### config.mk
export PLATFORM = sky130hd
export DESIGN_NAME = mac_tx_sched
export DESIGN_NICKNAME = d
export VERILOG_FILES = /design/src/rtl/mac_tx_sched.sv
export SDC_FILE = /design/constraint.sdc
export NUM_CORES = 1
export LEC_CHECK = 0
export ABC_AREA = 1
export BUFFER_PORTS_ARGS = -buffer_cell sky130_fd_sc_hd__buf_2
export CORE_ASPECT_RATIO = 0.8
export CORE_MARGIN = 10
export CORE_UTILIZATION = 47
export DETAILED_ROUTE_END_ITERATION = 16
export PLACE_DENSITY = 0.85
export SLEW_MARGIN = 20
export SYNTH_ARGS = -nofsm -noshare
export SYNTH_HDL_FRONTEND = slang
export SYNTH_SLANG_ARGS = --single-unit
### constraint.sdc
create_clock -name clk -period 3.21 [get_ports clk]
set_input_delay 0.321 -clock clk [delete_from_list [all_inputs] [get_ports clk]]
set_output_delay 0.321 -clock clk [all_outputs]
set_load 0.02 [all_outputs]
### src/rtl/mac_tx_sched.sv
`default_nettype none
`timescale 1ns/1ps
// ============================================================================
// Module      : mac_tx_sched
// Description : Round-robin arbiter feeding one mac_tx; tracks txen and
//               enforces the inter-frame gap before the next grant.
// Revision    : 1.0 - initial release
// ============================================================================
module mac_tx_sched #(
    parameter int N            = 4,
    parameter int IFG_CYCLES   = 48,
    parameter int TXEN_TIMEOUT = 64
) (
    input  logic                 clk,
    input  logic                 rst,
    input  logic [N-1:0]         req_valid,
    input  logic [16*N-1:0]      req_data,
    output logic [N-1:0]         req_ready,
    output logic [15:0]          mtx_data,
    output logic                 mtx_start,
    input  logic                 mtx_txen,
    output logic                 busy,
    output logic [$clog2(N)-1:0] grant_id,
    output logic                 timeout,
    output logic [15:0]          frames_sent
);

    localparam int c_ID_W    = $clog2(N);
    localparam int c_CNT_MAX = (IFG_CYCLES > TXEN_TIMEOUT) ? IFG_CYCLES : TXEN_TIMEOUT;
    localparam int c_CNT_W   = $clog2(c_CNT_MAX + 1);
    localparam logic [c_ID_W:0] c_N = (c_ID_W + 1)'(N);

    typedef enum logic [2:0] {
        ST_IDLE      = 3'd0,
        ST_START     = 3'd1,
        ST_WAIT_TXEN = 3'd2,
        ST_SENDING   = 3'd3,
        ST_GAP       = 3'd4
    } state_t;

    state_t              r_state;
    state_t              w_state_nxt;
    logic [c_CNT_W-1:0]  r_cnt;
    logic [c_CNT_W-1:0]  w_cnt_nxt;
    logic [c_ID_W-1:0]   r_rr;
    logic [c_ID_W-1:0]   r_grant_id;
    logic [15:0]         r_data;
    logic [15:0]         r_frames_sent;

    logic                w_any;
    logic [c_ID_W-1:0]   w_sel;
    logic [c_ID_W:0]     w_idx;
    logic [15:0]         w_sel_data;
    logic                w_grant;
    logic                w_frame_done;

    // Search starts at the rr pointer and wraps modulo N.
    always_comb begin
        w_any = 1'b0;
        w_sel = '0;
        w_idx = '0;
        for (int k = 0; k < N; k++) begin
            w_idx = {1'b0, r_rr} + (c_ID_W + 1)'(k);
            if (w_idx >= c_N) begin
                w_idx = w_idx - c_N;
            end
            if (!w_any && req_valid[w_idx[c_ID_W-1:0]]) begin
                w_any = 1'b1;
                w_sel = w_idx[c_ID_W-1:0];
            end
        end
    end

    always_comb begin
        w_sel_data = '0;
        for (int k = 0; k < N; k++) begin
            if (c_ID_W'(k) == w_sel) begin
                w_sel_data = req_data[16*k +: 16];
            end
        end
    end

    assign w_grant = (r_state == ST_IDLE) && w_any && !mtx_txen && !rst;

    always_comb begin
        req_ready = '0;
        if (w_grant) begin
            req_ready[w_sel] = 1'b1;
        end
    end

    always_comb begin
        w_state_nxt  = r_state;
        w_cnt_nxt    = r_cnt;
        mtx_start    = 1'b0;
        timeout      = 1'b0;
        w_frame_done = 1'b0;
        case (r_state)
            ST_IDLE: begin
                if (w_grant) begin
                    w_state_nxt = ST_START;
                end
            end
            ST_START: begin
                mtx_start   = 1'b1;
                w_cnt_nxt   = c_CNT_W'(TXEN_TIMEOUT);
                w_state_nxt = ST_WAIT_TXEN;
            end
            ST_WAIT_TXEN: begin
                if (mtx_txen) begin
                    w_state_nxt = ST_SENDING;
                end else if (r_cnt == '0) begin
                    timeout     = 1'b1;
                    w_cnt_nxt   = c_CNT_W'(IFG_CYCLES);
                    w_state_nxt = ST_GAP;
                end else begin
                    w_cnt_nxt = r_cnt - 1'b1;
                end
            end
            ST_SENDING: begin
                if (!mtx_txen) begin
                    w_frame_done = 1'b1;
                    w_cnt_nxt    = c_CNT_W'(IFG_CYCLES);
                    w_state_nxt  = ST_GAP;
                end
            end
            ST_GAP: begin
                // Counter holds the remaining gap clocks including this one.
                if (r_cnt <= c_CNT_W'(1)) begin
                    w_cnt_nxt   = '0;
                    w_state_nxt = ST_IDLE;
                end else begin
                    w_cnt_nxt = r_cnt - 1'b1;
                end
            end
            default: begin
                w_state_nxt = ST_IDLE;
            end
        endcase
    end

    always_ff @(posedge clk) begin
        if (rst) begin
            r_state       <= ST_IDLE;
            r_cnt         <= '0;
            r_rr          <= '0;
            r_grant_id    <= '0;
            r_data        <= '0;
            r_frames_sent <= '0;
        end else begin
            r_state <= w_state_nxt;
            r_cnt   <= w_cnt_nxt;
            if (w_grant) begin
                r_data     <= w_sel_data;
                r_grant_id <= w_sel;
                r_rr       <= (w_sel == c_ID_W'(N - 1)) ? '0 : w_sel + 1'b1;
            end
            if (w_frame_done) begin
                r_frames_sent <= r_frames_sent + 16'd1;
            end
        end
    end

    assign busy        = (r_state != ST_IDLE);
    assign mtx_data    = r_data;
    assign grant_id    = r_grant_id;
    assign frames_sent = r_frames_sent;

endmodule
`default_nettype wire
==> impl_metrics.env <==
export IMPL_fin_util=0.5900
export IMPL_critPathSlowestCell="dfxtp_1"
export IMPL_avgSynthCellArea_sq_um=6.018
export IMPL_crit_top_cell="nand2_2"
export IMPL_whs_ps=388.8
export IMPL_syn_area_sq_um=3033
export IMPL_finalSetupTns_ps=0
export IMPL_n_antenna_cell=0
export IMPL_min_to="mtx_data[2]"
export IMPL_ir_worst_vdd_mv=0.3914
export IMPL_grt_pass1_vias=3234
export IMPL_clock_sinks=46
export IMPL_cp_cell_sequence="inv_2 -> nand2_1 -> nand2_2 -> nand2_2 -> nand2_2 -> nor2_4 -> nand3_1 -> nand3_1 -> nand2_1 -> inv_1 -> ha_1 -> clkinvlp_4 -> nor2_1 -> buf_2"
export IMPL_timing_hold_violations_final=0
export IMPL_drt_pass1_iter_count=5
export IMPL_grt_pass1_wl_microns=14270
export IMPL_startpoint_type="flop"
export IMPL_syn_to_final_growth_pct=22.77
export IMPL_synth_fp_nets=582
export IMPL_fmax_mhz=350.8
export IMPL_via_per_inst=4.996
export IMPL_dp_hpwl_microns=7104
export IMPL_cts_hold_fix_buffers=0
export IMPL_numCtsBuffers=5
export IMPL_ys_seq_area_frac=0.3036
export IMPL_syn_inst=504
export IMPL_port_buffers=111
export IMPL_dp_cells=684
export IMPL_clk_pin_slew_ps=90
export IMPL_final_cells=692
export IMPL_period_share=0.8880
export IMPL_grt_use_total=0.1670
export IMPL_max_stage_delay_ps=460
export IMPL_hold_depth=5
export IMPL_layout_nets=685
export IMPL_r2r_start="r_rr[1]"
export IMPL_reg2reg_slack_ps=570
export IMPL_io_pins=112
export IMPL_clk_path_buf_depth=2
export IMPL_r2r_end="mtx_data[12]"
export IMPL_crit_path_max_fanout=17
export IMPL_vias=3457
export IMPL_rsz0062_at_grt="false"
export IMPL_power_w=0.002850
export IMPL_cp_end_kind="output port"
export IMPL_slew_limit_headroom=0.4206
export IMPL_synth_warnings=0
export IMPL_skew_ps=7.876
export IMPL_htree_levels=2
export IMPL_antenna_found_initial=0
export IMPL_required_ps=2890
export IMPL_final_setup_viol_count=0
export IMPL_grt_max_degree=34
export IMPL_ys_types=31
export IMPL_coreArea_sq_um=6311
export IMPL_hp_start="req_data[50]"
export IMPL_slew_violations=0
export IMPL_cp_arrival_ps=2530
export IMPL_worst_pin_slew_ps=868.1
export IMPL_drive_gt1_frac=0.2303
export IMPL_ant_nets=0
export IMPL_die_w_microns=109.8
export IMPL_routed_wl_microns=8788
export IMPL_layout_min_cycle_time_ps=2850
export IMPL_grt_remaining_overflow=0
export IMPL_hold_path_class="input port to flop"
export IMPL_tritoncts="done"
export IMPL_drt_iter0_drc=153
export IMPL_leakage_nw=1.967
export IMPL_crit_family="simple AND/OR/NAND/NOR gates"
export IMPL_r2r_cells=21
export IMPL_run_status="finished, final reports clean"
export IMPL_powerDensity_nw_per_um2=765.3
export IMPL_yosys_register_bits=46
export IMPL_path_class="flop to output port"
export IMPL_dieHeight_microns=91.85
export IMPL_start_util=0.4806
export IMPL_drt_wirelength_per_cell_microns=12.70
export IMPL_drc=0
export IMPL_cap_violations=0
export IMPL_dieArea_sq_um=10090
export IMPL_gp_congestion=0.9100
export IMPL_critical_path_buf_inv_count=4
export IMPL_placementRows=26
export IMPL_cts_root_buffer_cell="clkbuf_8"
export IMPL_clk_latency_ps=290
[cells by family after synthesis]
group,share of synthesized area
compound gates,0.1708
xor+xnor,0.01444
fa+ha+maj,0.02888
buf+inv,0.1073
flops,0.3036
simple gates,0.3750
[cell type report]
| class | count | area, sq um |
|---|---|---|
| repair buffers | 116 | 593.1 |
| inverters | 58 | 225.2 |
| well taps | 84 | 105.1 |
| clock inverters | 1 | 5.005 |
| clock buffers | 7 | 86.33 |
| multi-input cells | 380 | 1787 |
| flip-flops and latches | 46 | 922.1 |
| fillers | 623 | 2587 |
[state kept, by name, indices dropped and copies added, names as in the netlist]
name / cells
frames_sent: 16
grant_id: 2
mtx_data: 16
r_cnt: 7
r_rr: 2
r_state: 3
[timing repair]
action / 4_1_cts / 5_1_grt
endpoints found under the setup margin: 0 / 2
buffers inserted: 0 / 0
gates resized for setup: 0 / 3
[cells in the final DEF, fill, tap and decap left out, drive strengths merged, types with 2 or more instances in the layout]
master,count
buf,116
a21oi,36
inv,56
nor3,5
clkinvlp,2
o211ai,19
o21ai,33
nand4,5
o31ai,2
xor2,4
ha,7
nand3,22
nor2,72
dfxtp,46
nand2,169
clkbuf,7
[tightest hold or removal path, cell delays in order]
cell,delay (ps)
buf_2,70
nand2_1,40
nand2_1,50
o21ai_0,80
nor2_1,80
[power by group]
| group | internal (W) | total [W] | switching, W |
|---|---|---|---|
| registers | 0.000664 | 0.000744 | 0.0000799 |
| logic | 0.000618 | 0.00175 | 0.00113 |
| clock network | 0.000174 | 0.000360 | 0.000186 |
[Yosys cell counts, drive strengths merged]
cell	instances	share of area
or2	1	0.0021
xor2	4	0.012
nand2	169	0.22
inv	56	0.069
and3	1	0.0021
ha	7	0.029
a211oi	1	0.0025
o31ai	2	0.0049
xnor2	1	0.0029
nor3b	1	0.0025
clkinv	2	0.0025
dfxtp	46	0.30
o21bai	1	0.0025
nor3	5	0.0082
a21oi	36	0.059
nor2	72	0.094
nand3	22	0.038
o211ai	19	0.047
o21ai	33	0.054
nand4	5	0.012
buf	11	0.024
clkbuf	9	0.011
[through the flow]
stage / area (sq um) / worst slack [ps]
floorplan: 3033 / 761.3
finish: 3724 / 359.6
global placement: 3623 / 586.1
global route: 3724 / 93.93
detailed placement: 3623 / 463.0
CTS: 3715 / 178.2
[metal layers]
layer  vias up  wire length, microns  global-route usage  share of wire
li1       1811                     -                   -              -
met1      1515                  3754              0.2010           0.43
met2       117                  4191              0.2781           0.48
met3        14                   709             0.05664          0.081
met4         0                   131             0.03896          0.015
met5         -                     0                   0              0
[worst max-delay path by stage]
stage	start	end	slack, ps	cells past startpoint
after floorplan	r_rr[0]	req_ready[3]	760	14
after global placement	r_rr[0]	mtx_data[11]	590	17
after detailed placement	r_rr[0]	mtx_data[12]	460	16
after CTS	r_rr[0]	req_ready[3]	180	16
after global routing	r_rr[0]	req_ready[3]	90	14
final	r_rr[1]	req_ready[3]	360	14
(Power assumes the default switching activity.)
